### src/rtl/gfx_wbm_rwq.sv
// Texture request queue that masters a 256-bit Wishbone-style command bus with tagged, out-of-order completions.
// Optional read merging into an outstanding slot is enabled by defining GFX_WBM_MERGE_EN.

package gfx_wbm_pkg;
    localparam logic [1:0] WB_BTE_LINEAR  = 2'b00;
    localparam logic [2:0] WB_CTI_CLASSIC = 3'b000;

    typedef struct packed {
        logic         cyc;
        logic         stb;
        logic         we;
        logic [31:0]  sel;
        logic [31:0]  adr;
        logic [255:0] dat;
        logic [7:0]   tid;
        logic [3:0]   cid;
        logic [1:0]   bte;
        logic [2:0]   cti;
    } wb_cmd_request256_t;

    typedef struct packed {
        logic         ack;
        logic         err;
        logic         rty;
        logic [7:0]   tid;
        logic [255:0] dat;
    } wb_cmd_response256_t;
endpackage

module gfx_wbm_rwq
    import gfx_wbm_pkg::*;
#(
    parameter logic [3:0] CID         = 4'd5,
    parameter int         BUF_ENTRIES = 4
) (
    input  logic                clk_i,
    input  logic                rst_i,
    output wb_cmd_request256_t  wbm_req,
    input  wb_cmd_response256_t wbm_resp,
    output logic                sint_o,
    input  logic                read_request_i,
    input  logic                write_request_i,
    output logic                req_ready_o,
    input  logic [31:0]         texture_addr_i,
    input  logic [31:0]         texture_sel_i,
    input  logic [255:0]        texture_dat_i,
    output logic [255:0]        texture_dat_o,
    output logic                texture_data_ack,
    output logic [2:0]          texture_tag_o
);

    typedef enum logic [1:0] {
        SLOT_FREE   = 2'd0,
        SLOT_PEND   = 2'd1,
        SLOT_POSTED = 2'd2
    } slot_state_e;

    slot_state_e        slotState_q [BUF_ENTRIES];
    slot_state_e        slotState_d [BUF_ENTRIES];
    logic               slotWe_q    [BUF_ENTRIES];
    logic               slotWe_d    [BUF_ENTRIES];
    logic [31:0]        slotSel_q   [BUF_ENTRIES];
    logic [31:0]        slotSel_d   [BUF_ENTRIES];
    logic [31:0]        slotAdr_q   [BUF_ENTRIES];
    logic [31:0]        slotAdr_d   [BUF_ENTRIES];
    logic [255:0]       slotDat_q   [BUF_ENTRIES];
    logic [255:0]       slotDat_d   [BUF_ENTRIES];
    logic [2:0]         busSlot_q, busSlot_d;
    wb_cmd_request256_t wbmReq_q, wbmReq_d;
    logic               dataAck_q, dataAck_d;
    logic [2:0]         tag_q, tag_d;
    logic [255:0]       datOut_q, datOut_d;
`ifdef GFX_WBM_MERGE_EN
    logic [2:0]         mergeCnt_q  [BUF_ENTRIES];
    logic [2:0]         mergeCnt_d  [BUF_ENTRIES];
    logic               replay_q    [BUF_ENTRIES];
    logic               replay_d    [BUF_ENTRIES];
    logic               anyReplay;
    logic [2:0]         replayIdx;
    logic [2:0]         mergeIdx;
`endif

    logic        strobe;
    logic        anyFree;
    logic        anyPend;
    logic        cplHit;
    logic        mergeHit;
    logic [2:0]  freeIdx;
    logic [2:0]  pendIdx;
    logic [2:0]  cplIdx;
    logic [31:0] alignedAdr;

    always_comb begin
        logic cplCand;

        strobe     = read_request_i | write_request_i;
        alignedAdr = texture_addr_i & ~32'h0000_001F;

        anyFree  = 1'b0;
        freeIdx  = '0;
        anyPend  = 1'b0;
        pendIdx  = '0;
        cplHit   = 1'b0;
        cplIdx   = '0;
        cplCand  = 1'b0;
        mergeHit = 1'b0;
`ifdef GFX_WBM_MERGE_EN
        anyReplay = 1'b0;
        replayIdx = '0;
        mergeIdx  = '0;
`endif

        // Scanning downwards leaves the lowest matching index in each search result.
        for (int n = BUF_ENTRIES - 1; n >= 0; n--) begin
            if (slotState_q[n] == SLOT_FREE) begin
                anyFree = 1'b1;
                freeIdx = 3'(n);
            end
            if (slotState_q[n] == SLOT_PEND) begin
                anyPend = 1'b1;
                pendIdx = 3'(n);
            end
`ifdef GFX_WBM_MERGE_EN
            if (replay_q[n]) begin
                anyReplay = 1'b1;
                replayIdx = 3'(n);
            end
`endif
        end

        for (int n = 0; n < BUF_ENTRIES; n++) begin
            cplCand = (wbm_resp.ack || wbm_resp.err) && (slotState_q[n] == SLOT_POSTED) &&
                      (wbm_resp.tid == {CID, 1'b0, 3'(n)});
`ifdef GFX_WBM_MERGE_EN
            if (replay_q[n]) begin
                cplCand = 1'b0;
            end
`endif
            if (cplCand) begin
                cplHit = 1'b1;
                cplIdx = 3'(n);
            end
        end

`ifdef GFX_WBM_MERGE_EN
        // A slot completing this very cycle cannot absorb a merge: its pulses are already being counted.
        for (int n = BUF_ENTRIES - 1; n >= 0; n--) begin
            if (read_request_i && !write_request_i && (slotState_q[n] != SLOT_FREE) &&
                !slotWe_q[n] && (slotAdr_q[n] == alignedAdr) && !replay_q[n] &&
                (mergeCnt_q[n] != 3'd7) && !(cplHit && (cplIdx == 3'(n)))) begin
                mergeHit = 1'b1;
                mergeIdx = 3'(n);
            end
        end
`endif

        req_ready_o = anyFree | mergeHit;

        slotState_d = slotState_q;
        slotWe_d    = slotWe_q;
        slotSel_d   = slotSel_q;
        slotAdr_d   = slotAdr_q;
        slotDat_d   = slotDat_q;
        busSlot_d   = busSlot_q;
        wbmReq_d    = '0;
        dataAck_d   = 1'b0;
        tag_d       = tag_q;
        datOut_d    = datOut_q;
`ifdef GFX_WBM_MERGE_EN
        mergeCnt_d  = mergeCnt_q;
        replay_d    = replay_q;
`endif

        // The bus carries a request for exactly one cycle; its slot stays PEND until rty is known.
        if (wbmReq_q.cyc) begin
            for (int n = 0; n < BUF_ENTRIES; n++) begin
                if (3'(n) == busSlot_q) begin
                    slotState_d[n] = wbm_resp.rty ? SLOT_PEND : SLOT_POSTED;
                end
            end
        end else if (anyPend) begin
            busSlot_d    = pendIdx;
            wbmReq_d.cyc = 1'b1;
            wbmReq_d.stb = 1'b1;
            wbmReq_d.tid = {CID, 1'b0, pendIdx};
            wbmReq_d.cid = CID;
            wbmReq_d.bte = WB_BTE_LINEAR;
            wbmReq_d.cti = WB_CTI_CLASSIC;
            for (int n = 0; n < BUF_ENTRIES; n++) begin
                if (3'(n) == pendIdx) begin
                    wbmReq_d.we  = slotWe_q[n];
                    wbmReq_d.sel = slotSel_q[n];
                    wbmReq_d.adr = slotAdr_q[n];
                    wbmReq_d.dat = slotDat_q[n];
                end
            end
        end

        if (cplHit) begin
            dataAck_d = 1'b1;
            tag_d     = cplIdx;
            datOut_d  = wbm_resp.dat;
            for (int n = 0; n < BUF_ENTRIES; n++) begin
                if (3'(n) == cplIdx) begin
`ifdef GFX_WBM_MERGE_EN
                    if (mergeCnt_q[n] != 3'd0) begin
                        replay_d[n]  = 1'b1;
                        slotDat_d[n] = wbm_resp.dat;
                    end else begin
                        slotState_d[n] = SLOT_FREE;
                    end
`else
                    slotState_d[n] = SLOT_FREE;
`endif
                end
            end
        end
`ifdef GFX_WBM_MERGE_EN
        else if (anyReplay) begin
            dataAck_d = 1'b1;
            tag_d     = replayIdx;
            for (int n = 0; n < BUF_ENTRIES; n++) begin
                if (3'(n) == replayIdx) begin
                    datOut_d      = slotDat_q[n];
                    mergeCnt_d[n] = mergeCnt_q[n] - 3'd1;
                    if (mergeCnt_q[n] == 3'd1) begin
                        replay_d[n]    = 1'b0;
                        slotState_d[n] = SLOT_FREE;
                    end
                end
            end
        end
`endif

        // Allocation only looks at slots already FREE at the start of the cycle.
`ifdef GFX_WBM_MERGE_EN
        if (strobe && mergeHit) begin
            for (int n = 0; n < BUF_ENTRIES; n++) begin
                if (3'(n) == mergeIdx) begin
                    mergeCnt_d[n] = mergeCnt_q[n] + 3'd1;
                end
            end
        end else
`endif
        if (strobe && anyFree) begin
            for (int n = 0; n < BUF_ENTRIES; n++) begin
                if (3'(n) == freeIdx) begin
                    slotState_d[n] = SLOT_PEND;
                    slotWe_d[n]    = write_request_i;
                    slotSel_d[n]   = texture_sel_i;
                    slotAdr_d[n]   = alignedAdr;
                    slotDat_d[n]   = texture_dat_i;
`ifdef GFX_WBM_MERGE_EN
                    mergeCnt_d[n]  = 3'd0;
                    replay_d[n]    = 1'b0;
`endif
                end
            end
        end
    end

    always_ff @(posedge clk_i) begin
        if (rst_i) begin
            for (int n = 0; n < BUF_ENTRIES; n++) begin
                slotState_q[n] <= SLOT_FREE;
                slotWe_q[n]    <= 1'b0;
                slotSel_q[n]   <= '0;
                slotAdr_q[n]   <= '0;
                slotDat_q[n]   <= '0;
`ifdef GFX_WBM_MERGE_EN
                mergeCnt_q[n]  <= '0;
                replay_q[n]    <= 1'b0;
`endif
            end
            busSlot_q <= '0;
            wbmReq_q  <= '0;
            dataAck_q <= 1'b0;
            tag_q     <= '0;
            datOut_q  <= '0;
        end else begin
            slotState_q <= slotState_d;
            slotWe_q    <= slotWe_d;
            slotSel_q   <= slotSel_d;
            slotAdr_q   <= slotAdr_d;
            slotDat_q   <= slotDat_d;
`ifdef GFX_WBM_MERGE_EN
            mergeCnt_q  <= mergeCnt_d;
            replay_q    <= replay_d;
`endif
            busSlot_q   <= busSlot_d;
            wbmReq_q    <= wbmReq_d;
            dataAck_q   <= dataAck_d;
            tag_q       <= tag_d;
            datOut_q    <= datOut_d;
        end
    end

    assign wbm_req          = wbmReq_q;
    assign sint_o           = wbm_resp.err;
    assign texture_data_ack = dataAck_q;
    assign texture_tag_o    = tag_q;
    assign texture_dat_o    = datOut_q;

endmodule

### config.mk
export PLATFORM = sky130hd
export DESIGN_NAME = gfx_wbm_rwq
export DESIGN_NICKNAME = d
export VERILOG_FILES = /design/src/rtl/gfx_wbm_rwq.sv
export SDC_FILE = /design/constraint.sdc
export NUM_CORES = 2
export LEC_CHECK = 0
export CORE_AREA = 2 2 465 467
export CTS_BUF_LIST = sky130_fd_sc_hd__clkbuf_4 sky130_fd_sc_hd__clkbuf_8
export DETAILED_ROUTE_END_ITERATION = 8
export DIE_AREA = 0 0 467 469
export PLACE_DENSITY = 0.64
export SLEW_MARGIN = 20
export SYNTH_ARGS = -nofsm -noshare
export SYNTH_HDL_FRONTEND = slang
export SYNTH_SLANG_ARGS = --single-unit
### constraint.sdc
create_clock -name clk_i -period 2.7 [get_ports clk_i]
set_input_delay 0.54 -clock clk_i [delete_from_list [all_inputs] [get_ports clk_i]]
set_output_delay 0.54 -clock clk_i [all_outputs]
set_load 0.02 [all_outputs]
Yosys cells after proc, flatten, opt, wreduce, memory -nomap -nowiden
Index checks and enable logic that the tools add are counted.

storage, ports and cells
  register bits after elaboration = 1875
  word-level logic and storage cells = 132
  output and inout bits = 602

operators by class
  reductions and logical operators = 25
  equal/unequal tests = 24
  bitwise operators = 3
  muxes and demuxes = 45

operators by type and width
  operator            number
  $mux 321            4
  $mux 340            1
  $eq 8x7->1 const B  4
  $mux 2              16
  $eq 2x3->1 const A  8
  $mux 8              3
  $mux 3              7
  $mux 1              14
  $eq 1x3->1 const A  4
  $logic_not 3->1     4
  $reduce_and 2->1    5
  $logic_and 1x1->1   9
  $eq 2x1->1 const B  4
  $eq 2x2->1 const B  4
  $logic_not 2->1     4
  $reduce_or 3->1     1
  $not 1->1           2
  $reduce_or 2->1     1
  $logic_or 1x1->1    1
  $or 1x1->1          1

Depth between registers and ports, before layout
  depth in word-level cells = 11
  mapped depth = 9
  gate-level depth less buffers = 4

Worst setup path before layout
No wires, ideal clock.

  path type = in2reg
  start = input wbm_resp[258] in the netlist's numbering
  end = register datOut_q[236] (netlist: texture_dat_o[236])
  stages = 7
  arrival time = 2.181 ns
  setup slack = 0.448 ns
  cells stage by stage = or4b_1 > or3_1 > a31oi_1 > buf_4 > buf_6 > buf_6 > mux2i_1

between the ends
  longest elaborated chain between the ends = 6
  elaborated cells on any way between the ends = 12

RTL lines
  element                 line  RTL
  start: declaration      39    input wb_cmd_response256_t wbm_resp,
  $eq 8x7->1              133   (wbm_resp.tid == {CID, 1'b0, 3'(n)});
  $logic_and 1x1->1       132   cplCand = (wbm_resp.ack || wbm_resp.err) && (slotState_q[n] == SLOT_POSTED) &&
  $mux 1 (3 in a row)     139   if (cplCand) begin
  $mux 1 *                139
  end signal: assignment  294   datOut_q <= datOut_d;
  end: declaration        72    logic [255:0] datOut_q, datOut_d;

Every way passes the cells marked *; elsewhere a longest branch is shown, timed or not.
A chain may end at the register's enable or synchronous reset.

Worst setup path in the final report
  start = register datOut_q[48] (netlist: texture_dat_o[48])
  end = output texture_dat_o[48]

RTL lines
  element           line  RTL
  end: declaration  47    output logic [255:0] texture_dat_o,

No word-level cell between the ends.

==> impl_metrics.json <==
{
  "synthDistinctLibCells": 49,
  "r2r_setup_slack_ns": 0.13,
  "clk_pin_slew_ns": 0.06,
  "die_area_um2": 219000,
  "synth_area_leader_cell": "dfxtp_1",
  "h-tree-depth": 5,
  "path_buf_inv": 1,
  "drc": 0,
  "crit_type": "register to primary output",
  "drtAntennaViolNets": 0,
  "grt_pass1_wl_um": 489000,
  "comb_power_share_pct": 16.7,
  "drive_gt1_share_pct": 9.73,
  "row_count": 170,
  "cts.sinks": 1852,
  "cts_tree": "done",
  "syn_area_per_cell_um2": 7.76,
  "cts-buffers-inserted": 346,
  "hold_violations": 0,
  "die_w_um": 467,
  "rr_startpoint": "slotState_q[4]",
  "reg2reg_depth": 9,
  "grt_max_degree": 189,
  "ir_drop_v": 0.000521,
  "cp_data_required_time_ns": 2.16,
  "slowest_stage": "dfxtp_1",
  "drt_first_iter_violations": 7825,
  "io_buffer_count": 1170,
  "antenna_found_initial": 129,
  "maxUsedRoutingLayer": "met5",
  "wl_met3_um": 34100,
  "core_area_um2": 214000,
  "design_area_um2": 96800,
  "clockRootBuffer": "clkbuf_8",
  "drt-met1-wl_um": 144000,
  "slew_violations": 0,
  "grt-ovfl-total": 0,
  "viasPerCell": 5.20,
  "synth_area_leaders": "dfxtp_1 (52%), nand2_1 (19%), a21oi_1 (8.9%), a311oi_1 (3.9%), mux2i_1 (3.6%)",
  "start_kind": "register",
  "maxCapViolations": 0,
  "p_sw_mw": 20.5,
  "fin_nets": 11104,
  "power_mw": 69.5,
  "synth-seq-cells": 1852,
  "p_sw_share_pct": 29.5,
  "cp_slowest_stage_delay_ns": 0.61,
  "yosysWarnings": 0,
  "fin_skew_ns": 0.0714,
  "wl_um": 350000,
  "ios": 1193,
  "synth_ff_type": "dfxtp_1",
  "initial_core_util_pct": 33.3,
  "cp_top_family": "flip-flops",
  "r2r_end": "wbm_req[290]",
  "fin_crit_sh_pct": 97.5,
  "min_path_type": "input pin to register",
  "startpoint": "texture_dat_o[48]",
  "firstDrtPassIters": 8,
  "end_kind": "primary output",
  "die_y_um": 469,
  "route.met2.wl_um": 153000,
  "p_clk_share_pct": 40.6,
  "area_delta_synth_final_pct": 35.9,
  "endpoint": "texture_dat_o[48]",
  "synth_edf_count": 0,
  "max_slew.worst_pin.slew_ns": 0.904,
  "dp_hpwl_um": 252000,
  "routabilityCongestion": 1.10,
  "yosysSeqAreaShare_pct": 52.1,
  "worstPathMaxFanout": 2,
  "worstPathArrival_ns": 2.09,
  "power_frac_seq_pct": 42.7,
  "crit_chain": "dlygate4sd2_1",
  "clock_latency_ns": 1.09,
  "power.internal_mw": 49.0,
  "fin_crit_ns": 2.63,
  "drt-wirelength-per-cell_um": 25.6,
  "syn_area_um2": 71200,
  "status": "finished, final reports clean",
  "setup_viol": 0,
  "netlist_instances": 9184,
  "clock.fmax_mhz": 380,
  "cp.depth": 1,
  "synth_top_area_share_pct": 52.1,
  "powerDensity_nw_per_um2": 717,
  "placed_area_um2": 88300,
  "async_reset_ff_share_pct": 0,
  "rsz0062_at_grt": "no",
  "max_slew_margin_pct": 39.8,
  "leakage_nw": 36.8,
  "cts_buffer_depth": 4,
  "grt_pass1_vias": 65872,
  "vias": 71045,
  "grt_usage_pct": 30.7
}
-- sequential cells by signal (all words and copies together) (netlist names), 4 cells and up --
| register | flops |
|---|---|
| wbm_req | 319 |
| slotSel_q | 128 |
| slotDat_q | 1024 |
| slotState_q | 8 |
| texture_dat_o | 256 |
| slotAdr_q | 108 |
| slotWe_q | 4 |
-- worst min path at each step --
stage / from / slack [ns] / cells after the start / endpoint
6_report: wbm_resp[179] / 0.11 / 3 / texture_dat_o[179]
5_1_grt: wbm_resp[9] / 0.06 / 3 / texture_dat_o[9]
4_1_cts: wbm_resp[143] / 0.00005 / 3 / texture_dat_o[143]
3_5_place_dp: slotDat_q[435] / 0.44 / 2 / slotDat_q[435]
3_3_place_gp: slotDat_q[360] / 0.44 / 2 / slotDat_q[360]
2_1_floorplan: slotAdr_q[37] / 0.43 / 2 / slotAdr_q[37]
-- synth_stat cells, types with 3 or more instances --
cell type / n
inv_1: 4
nor2b_1: 5
nand2_1: 3672
a311oi_1: 316
nor3b_1: 3
a21oi_1: 1269
buf_2: 92
o21ai_1: 20
mux2i_1: 257
nand2b_1: 9
nor3_1: 6
buf_1: 29
dfxtp_1: 1852
clkbuf_1: 606
buf_4: 27
nor2_1: 329
o21ai_0: 306
buf_6: 23
and2_1: 319
or4_1: 3
-- cells in the final DEF, fill, tap and decap left out, types with 9 or more instances in the layout --
master,Yosys,routed
buf_4,27,246
conb_1,1,17
o21ai_1,20,20
nand2_1,3672,3670
and2_1,319,317
clkbuf_8,0,423
clkdlybuf4s50_1,0,735
clkbuf_4,0,105
mux2i_1,257,257
dfxtp_1,1852,1830
o21ai_0,306,305
dfxtp_2,0,20
nand2b_1,9,9
dlygate4sd3_1,0,175
buf_12,2,160
dlygate4sd2_1,0,407
diode_2,0,79
clkdlybuf4s15_2,0,13
clkinv_2,0,37
a311oi_1,316,316
nor2_1,329,328
a21oi_1,1269,1269
-- cell type report --
type	instances	area, um2
clock inverter	50	420
inverter	5	26.3
antenna	79	198
fill	20962	117000
clock buffer	528	6610
sequential	1852	37100
multi-input combinational	6564	31000
tap	2838	3550
timing repair buffer	1744	18000
-- logic make-up after synthesis --
group	after synthesis	share of synthesized area (%)
muxes	258	3.63
buffers and inverters	784	4.72
other	1	0.00527
and+or+nand+nor	4362	24.3
AOI/OAI and AO/OA	1927	15.3
DFF	1852	52.1
-- metrics by stage --
stage / setup slack [ns] / hold slack [ns] / utilization (%) / std cells / TNS [ns]
global placement: -0.356 / 0.437 / 41.3 / 12827 / -68.84
CTS: -0.0517 / 0.0000479 / 45.2 / 13580 / -0.0517
finish: 0.0670 / 0.113 / 45.3 / 13660 / 0
global route: 0.0219 / 0.0621 / 45.3 / 13625 / 0
floorplan: 0.448 / 0.432 / - / 9200 / 0
detailed placement: -0.356 / 0.442 / 41.3 / 12827 / -68.04
-- power groups by stage --
stage	logic, mW	clock network [mW]	registers [mW]
after floorplan	4.88	0	30.4
after global placement	11.2	0	30.1
after detailed placement	11.3	0	30.2
after CTS	11.5	28.8	29.6
after global routing	12.3	30.1	29.8
final	11.6	28.2	29.7
-- per-layer routing --
| metal | up-vias | GRT usage (%) |
|---|---|---|
| met5 | - | 0 |
| met2 | 3493 | 46.4 |
| met1 | 34053 | 39.8 |
| met4 | 48 | 15.7 |
| li1 | 32758 | - |
| met3 | 693 | 8.84 |
-- repair_timing --
item	CTS	global route
hold buffers	175	0
hold endpoints to repair	401	0
resized for setup	491	1
endpoints found under the setup margin	427	1
pin swaps	1	1
buffers inserted	0	1
Power figures use the tool's default switching activity.
